**src/rtl/uart_butterfly_loader_if.sv**
```systemverilog
// rtl/uart_butterfly_loader_if.sv - serial input and operand-set outputs of the butterfly loader
interface uart_butterfly_loader_if #(
  parameter int WORD_SIZE = 16
);
  logic                 i_RX_bit;
  logic [7:0]           o_RX_byte;
  logic                 o_RX_done;
  logic                 o_framing_error;
  logic [WORD_SIZE-1:0] o_in0_re;
  logic [WORD_SIZE-1:0] o_in0_im;
  logic [WORD_SIZE-1:0] o_in1_re;
  logic [WORD_SIZE-1:0] o_in1_im;
  logic [WORD_SIZE-1:0] o_twiddle_re;
  logic [WORD_SIZE-1:0] o_twiddle_im;
  logic                 o_frame_valid;
  logic [3:0]           o_byte_index;

  modport slave (
    input  i_RX_bit,
    output o_RX_byte, o_RX_done, o_framing_error,
    output o_in0_re, o_in0_im, o_in1_re, o_in1_im, o_twiddle_re, o_twiddle_im,
    output o_frame_valid, o_byte_index
  );

  modport master (
    output i_RX_bit,
    input  o_RX_byte, o_RX_done, o_framing_error,
    input  o_in0_re, o_in0_im, o_in1_re, o_in1_im, o_twiddle_re, o_twiddle_im,
    input  o_frame_valid, o_byte_index
  );
endinterface

```
**src/rtl/uart_butterfly_loader.sv**
```systemverilog
// rtl/uart_butterfly_loader.sv - 8N1 UART receiver packing 12 bytes into a butterfly operand set
// Optional partial-frame idle timeout enabled by defining UART_LOADER_TIMEOUT_EN.
module uart_butterfly_loader #(
  parameter int CLKS_PER_BIT = 434,
  parameter int WORD_SIZE    = 16,
  parameter int TIMEOUT_BITS = 20
) (
  input  logic                   i_clk,
  input  logic                   i_rst_n,
  uart_butterfly_loader_if.slave bus
);

  localparam int CW = $clog2(CLKS_PER_BIT + 1);
  localparam logic [CW-1:0] BIT_LAST  = CW'(CLKS_PER_BIT - 1);
  localparam logic [CW-1:0] HALF_LAST = CW'(CLKS_PER_BIT / 2 - 1);

  typedef enum logic [2:0] {IDLE, START, DATA, STOP, WAIT_HIGH} state_e;

  state_e        state_q, state_d;
  logic [CW-1:0] cnt_q, cnt_d;
  logic [2:0]    bit_q, bit_d;
  logic [7:0]    shift_q, shift_d;
  logic [7:0]    byte_q, byte_d;
  logic          done_q, done_d;
  logic          ferr_q, ferr_d;
  logic          meta_q, sync_q;
  logic          start_det;

  logic [3:0]                 idx_q, idx_d;
  logic [5:0][WORD_SIZE-1:0]  sh_q, sh_d;
  logic [5:0][WORD_SIZE-1:0]  out_q, out_d;
  logic                       fv_q, fv_d;
  logic                       tmo_hit;

  always_ff @(posedge i_clk or negedge i_rst_n) begin
    if (!i_rst_n) begin
      meta_q <= 1'b1;
      sync_q <= 1'b1;
    end else begin
      meta_q <= bus.i_RX_bit;
      sync_q <= meta_q;
    end
  end

  always_ff @(posedge i_clk or negedge i_rst_n) begin
    if (!i_rst_n) begin
      state_q <= IDLE;
      cnt_q   <= '0;
      bit_q   <= '0;
      shift_q <= '0;
      byte_q  <= '0;
      done_q  <= 1'b0;
      ferr_q  <= 1'b0;
    end else begin
      state_q <= state_d;
      cnt_q   <= cnt_d;
      bit_q   <= bit_d;
      shift_q <= shift_d;
      byte_q  <= byte_d;
      done_q  <= done_d;
      ferr_q  <= ferr_d;
    end
  end

  // Samples land mid-bit: START waits half a bit, then DATA/STOP step a full bit each.
  always_comb begin
    state_d   = state_q;
    cnt_d     = cnt_q;
    bit_d     = bit_q;
    shift_d   = shift_q;
    byte_d    = byte_q;
    done_d    = 1'b0;
    ferr_d    = 1'b0;
    start_det = 1'b0;
    case (state_q)
      IDLE: begin
        if (!sync_q) begin
          cnt_d     = '0;
          state_d   = START;
          start_det = 1'b1;
        end
      end
      START: begin
        if (cnt_q == HALF_LAST) begin
          cnt_d   = '0;
          bit_d   = '0;
          state_d = sync_q ? IDLE : DATA;
        end else begin
          cnt_d = cnt_q + 1'b1;
        end
      end
      DATA: begin
        if (cnt_q == BIT_LAST) begin
          cnt_d   = '0;
          shift_d = {sync_q, shift_q[7:1]};
          bit_d   = bit_q + 1'b1;
          if (bit_q == 3'd7) state_d = STOP;
        end else begin
          cnt_d = cnt_q + 1'b1;
        end
      end
      STOP: begin
        if (cnt_q == BIT_LAST) begin
          cnt_d = '0;
          if (sync_q) begin
            byte_d  = shift_q;
            done_d  = 1'b1;
            state_d = IDLE;
          end else begin
            ferr_d  = 1'b1;
            state_d = WAIT_HIGH;
          end
        end else begin
          cnt_d = cnt_q + 1'b1;
        end
      end
      WAIT_HIGH: begin
        if (sync_q) state_d = IDLE;
      end
      default: state_d = IDLE;
    endcase
  end

`ifdef UART_LOADER_TIMEOUT_EN
  localparam int TW = $clog2(TIMEOUT_BITS * CLKS_PER_BIT + 1);
  localparam logic [TW-1:0] TMO_LAST = TW'(TIMEOUT_BITS * CLKS_PER_BIT - 1);

  logic [TW-1:0] tmo_q, tmo_d;

  always_comb begin
    tmo_d   = '0;
    tmo_hit = 1'b0;
    if (state_q == IDLE && idx_q != 4'd0 && !start_det) begin
      if (tmo_q == TMO_LAST) tmo_hit = 1'b1;
      else                   tmo_d   = tmo_q + 1'b1;
    end
  end

  always_ff @(posedge i_clk or negedge i_rst_n) begin
    if (!i_rst_n) tmo_q <= '0;
    else          tmo_q <= tmo_d;
  end
`else
  assign tmo_hit = 1'b0;
`endif

  // The 12th byte is merged into the shadow copy on its way to the outputs,
  // so the whole set updates one cycle after its o_RX_done.
  always_comb begin
    sh_d  = sh_q;
    out_d = out_q;
    idx_d = idx_q;
    fv_d  = 1'b0;
    if (done_q) begin
      if (idx_q[0]) sh_d[idx_q[3:1]][15:8] = byte_q;
      else          sh_d[idx_q[3:1]][7:0]  = byte_q;
      if (idx_q == 4'd11) begin
        out_d = sh_d;
        fv_d  = 1'b1;
        idx_d = 4'd0;
      end else begin
        idx_d = idx_q + 4'd1;
      end
    end else if (tmo_hit) begin
      idx_d = 4'd0;
    end
  end

  always_ff @(posedge i_clk or negedge i_rst_n) begin
    if (!i_rst_n) begin
      idx_q <= '0;
      sh_q  <= '0;
      out_q <= '0;
      fv_q  <= 1'b0;
    end else begin
      idx_q <= idx_d;
      sh_q  <= sh_d;
      out_q <= out_d;
      fv_q  <= fv_d;
    end
  end

  assign bus.o_RX_byte       = byte_q;
  assign bus.o_RX_done       = done_q;
  assign bus.o_framing_error = ferr_q;
  assign bus.o_in0_re        = out_q[0];
  assign bus.o_in0_im        = out_q[1];
  assign bus.o_in1_re        = out_q[2];
  assign bus.o_in1_im        = out_q[3];
  assign bus.o_twiddle_re    = out_q[4];
  assign bus.o_twiddle_im    = out_q[5];
  assign bus.o_frame_valid   = fv_q;
  assign bus.o_byte_index    = idx_q;

endmodule

```
**src/flat_wrapper.sv**
```systemverilog
// flat-port wrapper written by rule: the top's interface ports become plain ports
module uart_butterfly_loader_flat 
#(
  parameter int CLKS_PER_BIT = 434,
  parameter int WORD_SIZE    = 16,
  parameter int TIMEOUT_BITS = 20
)
  (i_clk, i_rst_n, bus_i_RX_bit, bus_o_RX_byte, bus_o_RX_done, bus_o_framing_error, bus_o_in0_re, bus_o_in0_im, bus_o_in1_re, bus_o_in1_im, bus_o_twiddle_re, bus_o_twiddle_im, bus_o_frame_valid, bus_o_byte_index);
  uart_butterfly_loader_if #(.WORD_SIZE(WORD_SIZE)) bus_i ();
  input  logic i_clk;
  input  logic i_rst_n;
  input wire logic [$bits(bus_i.i_RX_bit)-1:0] bus_i_RX_bit;
  output wire logic [$bits(bus_i.o_RX_byte)-1:0] bus_o_RX_byte;
  output wire logic [$bits(bus_i.o_RX_done)-1:0] bus_o_RX_done;
  output wire logic [$bits(bus_i.o_framing_error)-1:0] bus_o_framing_error;
  output wire logic [$bits(bus_i.o_in0_re)-1:0] bus_o_in0_re;
  output wire logic [$bits(bus_i.o_in0_im)-1:0] bus_o_in0_im;
  output wire logic [$bits(bus_i.o_in1_re)-1:0] bus_o_in1_re;
  output wire logic [$bits(bus_i.o_in1_im)-1:0] bus_o_in1_im;
  output wire logic [$bits(bus_i.o_twiddle_re)-1:0] bus_o_twiddle_re;
  output wire logic [$bits(bus_i.o_twiddle_im)-1:0] bus_o_twiddle_im;
  output wire logic [$bits(bus_i.o_frame_valid)-1:0] bus_o_frame_valid;
  output wire logic [$bits(bus_i.o_byte_index)-1:0] bus_o_byte_index;
  assign bus_i.i_RX_bit = bus_i_RX_bit;
  assign bus_o_RX_byte = bus_i.o_RX_byte;
  assign bus_o_RX_done = bus_i.o_RX_done;
  assign bus_o_framing_error = bus_i.o_framing_error;
  assign bus_o_in0_re = bus_i.o_in0_re;
  assign bus_o_in0_im = bus_i.o_in0_im;
  assign bus_o_in1_re = bus_i.o_in1_re;
  assign bus_o_in1_im = bus_i.o_in1_im;
  assign bus_o_twiddle_re = bus_i.o_twiddle_re;
  assign bus_o_twiddle_im = bus_i.o_twiddle_im;
  assign bus_o_frame_valid = bus_i.o_frame_valid;
  assign bus_o_byte_index = bus_i.o_byte_index;
  uart_butterfly_loader #(.CLKS_PER_BIT(CLKS_PER_BIT), .WORD_SIZE(WORD_SIZE), .TIMEOUT_BITS(TIMEOUT_BITS)) u_core (.i_clk(i_clk), .i_rst_n(i_rst_n), .bus(bus_i));
endmodule
```
**config.mk**
```make
export PLATFORM = sky130hd
export DESIGN_NAME = uart_butterfly_loader_flat
export DESIGN_NICKNAME = d
export VERILOG_FILES = /design/src/rtl/uart_butterfly_loader_if.sv /design/src/rtl/uart_butterfly_loader.sv /design/src/flat_wrapper.sv
export SDC_FILE = /design/constraint.sdc
export NUM_CORES = 1
export LEC_CHECK = 0
export CAP_MARGIN = 20
export CELL_PAD_IN_SITES_DETAIL_PLACEMENT = 0
export CELL_PAD_IN_SITES_GLOBAL_PLACEMENT = 1
export CORE_MARGIN = 5
export CORE_UTILIZATION = 46
export CTS_BUF_LIST = sky130_fd_sc_hd__clkbuf_4 sky130_fd_sc_hd__clkbuf_8
export DETAILED_ROUTE_END_ITERATION = 16
export GPL_TIMING_DRIVEN = 1
export HOLD_SLACK_MARGIN = 0.08
export PLACE_DENSITY_LB_ADDON = 0.25
export SLEW_MARGIN = 30
export SYNTH_ARGS = -nofsm -noshare
export SYNTH_HDL_FRONTEND = slang
export SYNTH_SLANG_ARGS = --single-unit
```
**constraint.sdc**
```tcl
create_clock -name i_clk -period 3.2 [get_ports i_clk]
set_input_delay 0.64 -clock i_clk [delete_from_list [all_inputs] [get_ports i_clk]]
set_output_delay 0.64 -clock i_clk [all_outputs]
set_load 0.01 [all_outputs]
```
Yosys cells after proc, flatten, opt, wreduce, memory -nomap -nowiden
Index checks and enable logic that the tools add are counted.

Register bits after elaboration: 232. Input port bits: 3. Output and inout bits: 111. Logic and storage cells: 85.

Add/sub/neg operators: 3. $lt $le $gt $ge: 2. Equality and inequality tests: 14. Multiplexer cells: 32. Reductions and logical operators: 11.

Operator list (number): bitwise mux 96 bit (2); demux 16 bit (select 3 bit) (2); 2-to-1 mux 96 bit (1); 2-to-1 mux 3 bit (9); 2-to-1 mux 9 bit (3); case mux 9 bit (3 select lines) (1); 2-to-1 mux 16 bit (1); case mux 3 bit (5 select lines) (1); inequality test 2 x 1 -> 1 bit, second input constant (5); adder 9 x 1 -> 9 bit, second input constant (1); == test 9 x 8 -> 1 bit, second input constant (1); == test 9 bit, second input constant (1); 2-to-1 mux 1 bit (8); 2-to-1 mux 8 bit (1); == test 3 x 2 -> 1 bit, second input constant (2); == test 3 bit, second input constant (2); case mux 3 bit (2 select lines) (1); AND reduction 2 bit (3); AND reduction 3 bit (2); AND reduction 6 bit (1); adder 4 x 1 -> 4 bit, second input constant (1); == test 4 bit, second input constant (1); < comparator 3 x 4 -> 1 bit, second input constant (1); 2-to-1 mux 4 bit (1); other kinds (10) (10).

Depth between registers and ports, before layout
Depth in word-level cells: 6. Mapped depth: 7. Depth with buffers taken out: 6.

Worst setup path after synthesis
Ideal clock, no wire load.

Path kind: register to register. Start point: register u_core.cnt_q[1]. End point: register u_core.cnt_q[0]. Setup time: 125 ps. Arrival time: 1517 ps. Required time: 3075 ps. Path slack: 1558 ps. Stages on the path, launching flop included: 8. Path buffers: 1. Clock period less this slack: 1642 ps. Cells stage by stage: dfrtp_1 > inv_1 > ha_1 > and4b_2 > a21oi_2 > buf_6 > or2_4 > mux2_4.

Word-level cells in the longest chain between the ends: 3. Elaborated cells between the ends (all ways): 5. Those cells by class: eq/ne (2); mux (3).

Ends and longest elaborated chain: from (decl) (RTL line uart_butterfly_loader.sv:20) `logic [CW-1:0] cnt_q, cnt_d;`; from (signal assigned) (RTL line uart_butterfly_loader.sv:56) `cnt_q <= cnt_d;`; == test 9 bit or == test 9 x 8 -> 1 bit (tied branches) (RTL line uart_butterfly_loader.sv:93, uart_butterfly_loader.sv:103, uart_butterfly_loader.sv:84); 2-to-1 mux 9 bit, on equally long branches (RTL line uart_butterfly_loader.sv:93, uart_butterfly_loader.sv:103, uart_butterfly_loader.sv:84); case mux 9 bit (3 select lines) (*) (RTL line uart_butterfly_loader.sv:75) `case (state_q)`.

Mark *: on every way between the ends. The rest lies on a longest branch, timed or not. A chain may end at the register's enable or synchronous reset.

Final worst setup path
Start point: register u_core.idx_q[3] (netlist: u_core.bus.o_byte_index[3]). End point: output port bus_o_byte_index[3].

RTL lines: from (decl) (RTL line uart_butterfly_loader.sv:29) `logic [3:0] idx_q, idx_d;`; from (signal assigned) (RTL line uart_butterfly_loader.sv:176) `idx_q <= idx_d;`; to (decl) (RTL line flat_wrapper.sv:23) `output wire logic [$bits(bus_i.o_byte_index)-1:0] bus_o_byte_index;`.

No word-level cell between the ends.

==> results.yml <==
drt:
  drcViolationCount: 0
  viasPerCell: 5.14
  ant_nets: 0
  vias: 6433
  post_drt_wl_per_cell_um: 17.3
  drt_first_pass_iters: 4
  postRouteWirelength_um: 21700
  drt_iter0_markers: 389
worst_hold_path:
  hold_depth: 0
  worstHoldStart: "u_core.meta_q$_DFF_PN1_"
  min_delay_worst_endpoint: "u_core.sync_q$_DFF_PN1_"
  min_path_type: "flop to flop"
logic_synthesis:
  synth_nets: 833
  ys_async_sr_fraction_pct: 100
  synth_top_flop_cell: "dfrtp_1"
  synth_top_cell_by_area: "dfrtp_1"
  synth_warnings: 0
  syn-mean-instance-area_um2: 11.7
  synth_area_leaders: "dfrtp_1 60%, mux2_2 13%, nand2_1 7.6%"
  syn_area_um2: 9610
  synth_seq_area_share_pct: 60.5
  ys_types: 56
  yosys.area.top_type_share_pct: 59.9
  ys_ff_latch: 232
  synthCells: 824
  synth_edf_count: 0
power_and_ir_drop:
  irDropWorstVdd_v: 0.000333
  seq_power_share_pct: 48.3
  p_switching_mw: 1.26
  p_comb_share_pct: 1.1
  power.leakage_nw: 5.81
  switching_share_pct: 20.7
  pwr_density_cell_nw_per_um2: 509
  intPower_mw: 4.83
  clkPwrFrac_pct: 50.7
setup_path:
  cp_slowest_cell: "dfrtp_1"
  crit_path_end_kind: "output port"
  critical_path.top_delay_family: "flip-flops"
  path_buf_inv: 1
  worstReg2RegEnd: "u_core.bus.o_in1_re[8]$_DFFE_PN0P_"
  start_kind: "flop"
  path_class: "flop to output port"
  crit_cells: 1
  timing.rr.start: "u_core.bus.o_byte_index[1]$_DFFE_PN0P_"
  slowest_delay_ps: 850
  critPathMaxFanout: 32
  path_cells: "clkdlybuf4s50_1"
  rr_worst_depth: 4
  worstPathRequired_ps: 2560
  crit_arrival_ps: 2090
  r2r_setup_slack_ps: 950
finish:
  final_cell_area_um2: 12000
  final_common_cell: "dfrtp_1"
  nets: 960
  drive_above_1_share_pct: 23.3
  final_cell_mix: "230 x dfrtp_1, 194 x nand2_1, 112 x clkdlybuf4s50_1"
  antenna-diode-count: 0
  syn2layout_area_growth_pct: 24.6
clock_network:
  clk_latency_ps: 530
  postCtsSetupBuffers: 0
  cts_resized: 0
  cts_buffers: 40
  clk_pin_slew_ps: 60
  htreeDepth: 2
  clock-sinks: 232
  cts-root-buf: "clkbuf_8"
  cts_max_path_buffers: 3
  cts_tree: "yes"
grt:
  antenna_found_initial: 0
  grt_max_degree: 72
  grt_pass1_wl_um: 35700
  overflow: 0
  grt_pass1_vias: 6590
  grtUsageTotal_pct: 18.5
sta:
  timing.final.crit_share_pct: 85.2
  hold_violations: 0
  timing.setup.tns_ps: 0
  setup-violations-final: 0
  whs_ps: 357
  min_period_ps: 2730
  slew_viol_final: 0
  rsz0062_at_grt: "false"
  fmax_mhz: 367
  slew_headroom_pct: 42.1
  tightest_slew_ps: 866
  skew_ps: 17.3
status:
  status: "finished, final reports clean"
floorplanning:
  die_w_um: 155
  core_area_um2: 20400
  die_y_um: 155
  fp.dieArea_um2: 23900
  initial_core_util_pct: 47.0
  row_count: 52
  ios: 114
place:
  gp_congestion: 0.755
  dp.final_hpwl_um: 13600
  port_buffers: 113
  placed_cell_area_um2: 11000
job:
  maxCapViolations: 0
[per-stage QoR]
| stage | total power, mW | setup slack, ps | cells | util [%] |
|---|---|---|---|---|
| 6_report | 6.09 | 475 | 1252 | 58.6 |
| 4_1_cts | 6.17 | 480 | 1252 | 58.6 |
| 2_1_floorplan | 2.99 | 1560 | 824 | - |
| 3_5_place_dp | 3.06 | 992 | 1178 | 54.0 |
| 5_1_grt | 6.35 | 326 | 1252 | 58.6 |
| 3_3_place_gp | 3.06 | 1020 | 1178 | 54.0 |
[cell families (layout without fill, tap and decap cells)]
family | after synthesis | count (layout) | synth area share, %
fa+ha+maj | 6 | 6 | 0.782
buf+inv | 54 | 212 | 2.66
simple gates | 326 | 326 | 16.0
xor+xnor | 1 | 1 | 0.0912
mux | 140 | 140 | 16.0
flops | 232 | 232 | 60.5
compound gates | 65 | 65 | 3.97
[how the worst max path moves through the flow]
stage                                                 startpoint                                 end  slack (ps)
after global placement    u_core.bus.o_byte_index[1]$_DFFE_PN0P_  u_core.bus.o_in1_im[1]$_DFFE_PN0P_        1020
after detailed placement  u_core.bus.o_byte_index[1]$_DFFE_PN0P_  u_core.bus.o_in1_im[1]$_DFFE_PN0P_         990
final                     u_core.bus.o_byte_index[3]$_DFFE_PN0P_                 bus_o_byte_index[3]         470
after global routing      u_core.bus.o_byte_index[3]$_DFFE_PN0P_                 bus_o_byte_index[3]         330
after CTS                 u_core.bus.o_byte_index[3]$_DFFE_PN0P_                 bus_o_byte_index[3]         480
after floorplan                      u_core.cnt_q[1]$_DFFE_PN0P_         u_core.cnt_q[0]$_DFFE_PN0P_        1560
[cell usage after synthesis (2+ instances only)]
cell	number
a21o_1	2
a21oi_1	2
a21oi_2	2
a22o_1	3
a22o_2	2
buf_1	2
buf_2	21
buf_6	3
clkbuf_1	21
dfrtp_1	230
dfstp_2	2
ha_1	6
inv_1	5
mux2_2	107
mux2i_1	32
nand2_1	194
nand2_2	4
nand2_4	2
nand2b_1	5
nand3_1	9
nand4_1	3
nor2_1	61
nor2_4	2
nor3_1	2
nor4b_1	24
o211ai_1	3
o21ai_0	45
o22ai_1	2
[final cells by class]
cell class	count	area [um^2]
Clock buffer	64	787
Clock inverter	9	149
Fill cell	1728	8460
Inverter	6	22.5
Multi-Input combinational cell	538	3550
Sequential cell	232	5810
Tap cell	270	338
Timing Repair Buffer	133	1310
[what timing repair did]
action	in CTS	in global routing
hold buffers	1	0
hold endpoints to repair	17	0
endpoints found under the setup margin	0	0
[routing by layer]
| metal | track usage, % | share of wire [%] | routed length, um | vias up |
|---|---|---|---|---|
| met2 | 28.4 | 45 | 9840 | 152 |
| met4 | 4.84 | 1.6 | 345 | 0 |
| li1 | - | - | - | 3054 |
| met5 | 0 | 0 | 0 | - |
| met1 | 26.7 | 47 | 10300 | 3194 |
| met3 | 4.44 | 5.7 | 1230 | 33 |
[sequential cells by signal, summed over array words and instances, names as in the netlist, 4 cells and up]
| register | flops |
|---|---|
| u_core.bus.o_twiddle_im | 16 |
| u_core.bus.o_RX_byte | 8 |
| u_core.cnt_q | 9 |
| u_core.shift_q | 8 |
| u_core.bus.o_in0_im | 16 |
| u_core.bus.o_twiddle_re | 16 |
| u_core.bus.o_in0_re | 16 |
| u_core.sh_q | 96 |
| u_core.bus.o_in1_re | 16 |
| u_core.bus.o_byte_index | 4 |
| u_core.bus.o_in1_im | 16 |
[power by group through the flow]
| stage | clock [mW] | sequential [mW] | combinational, mW |
|---|---|---|---|
| after floorplan | 0 | 2.99 | 0.00187 |
| after global placement | 0 | 2.99 | 0.0705 |
| after detailed placement | 0 | 2.99 | 0.0705 |
| after CTS | 3.16 | 2.94 | 0.0717 |
| after global routing | 3.33 | 2.94 | 0.0803 |
| final | 3.09 | 2.94 | 0.0663 |
(Power assumes the default switching activity.)
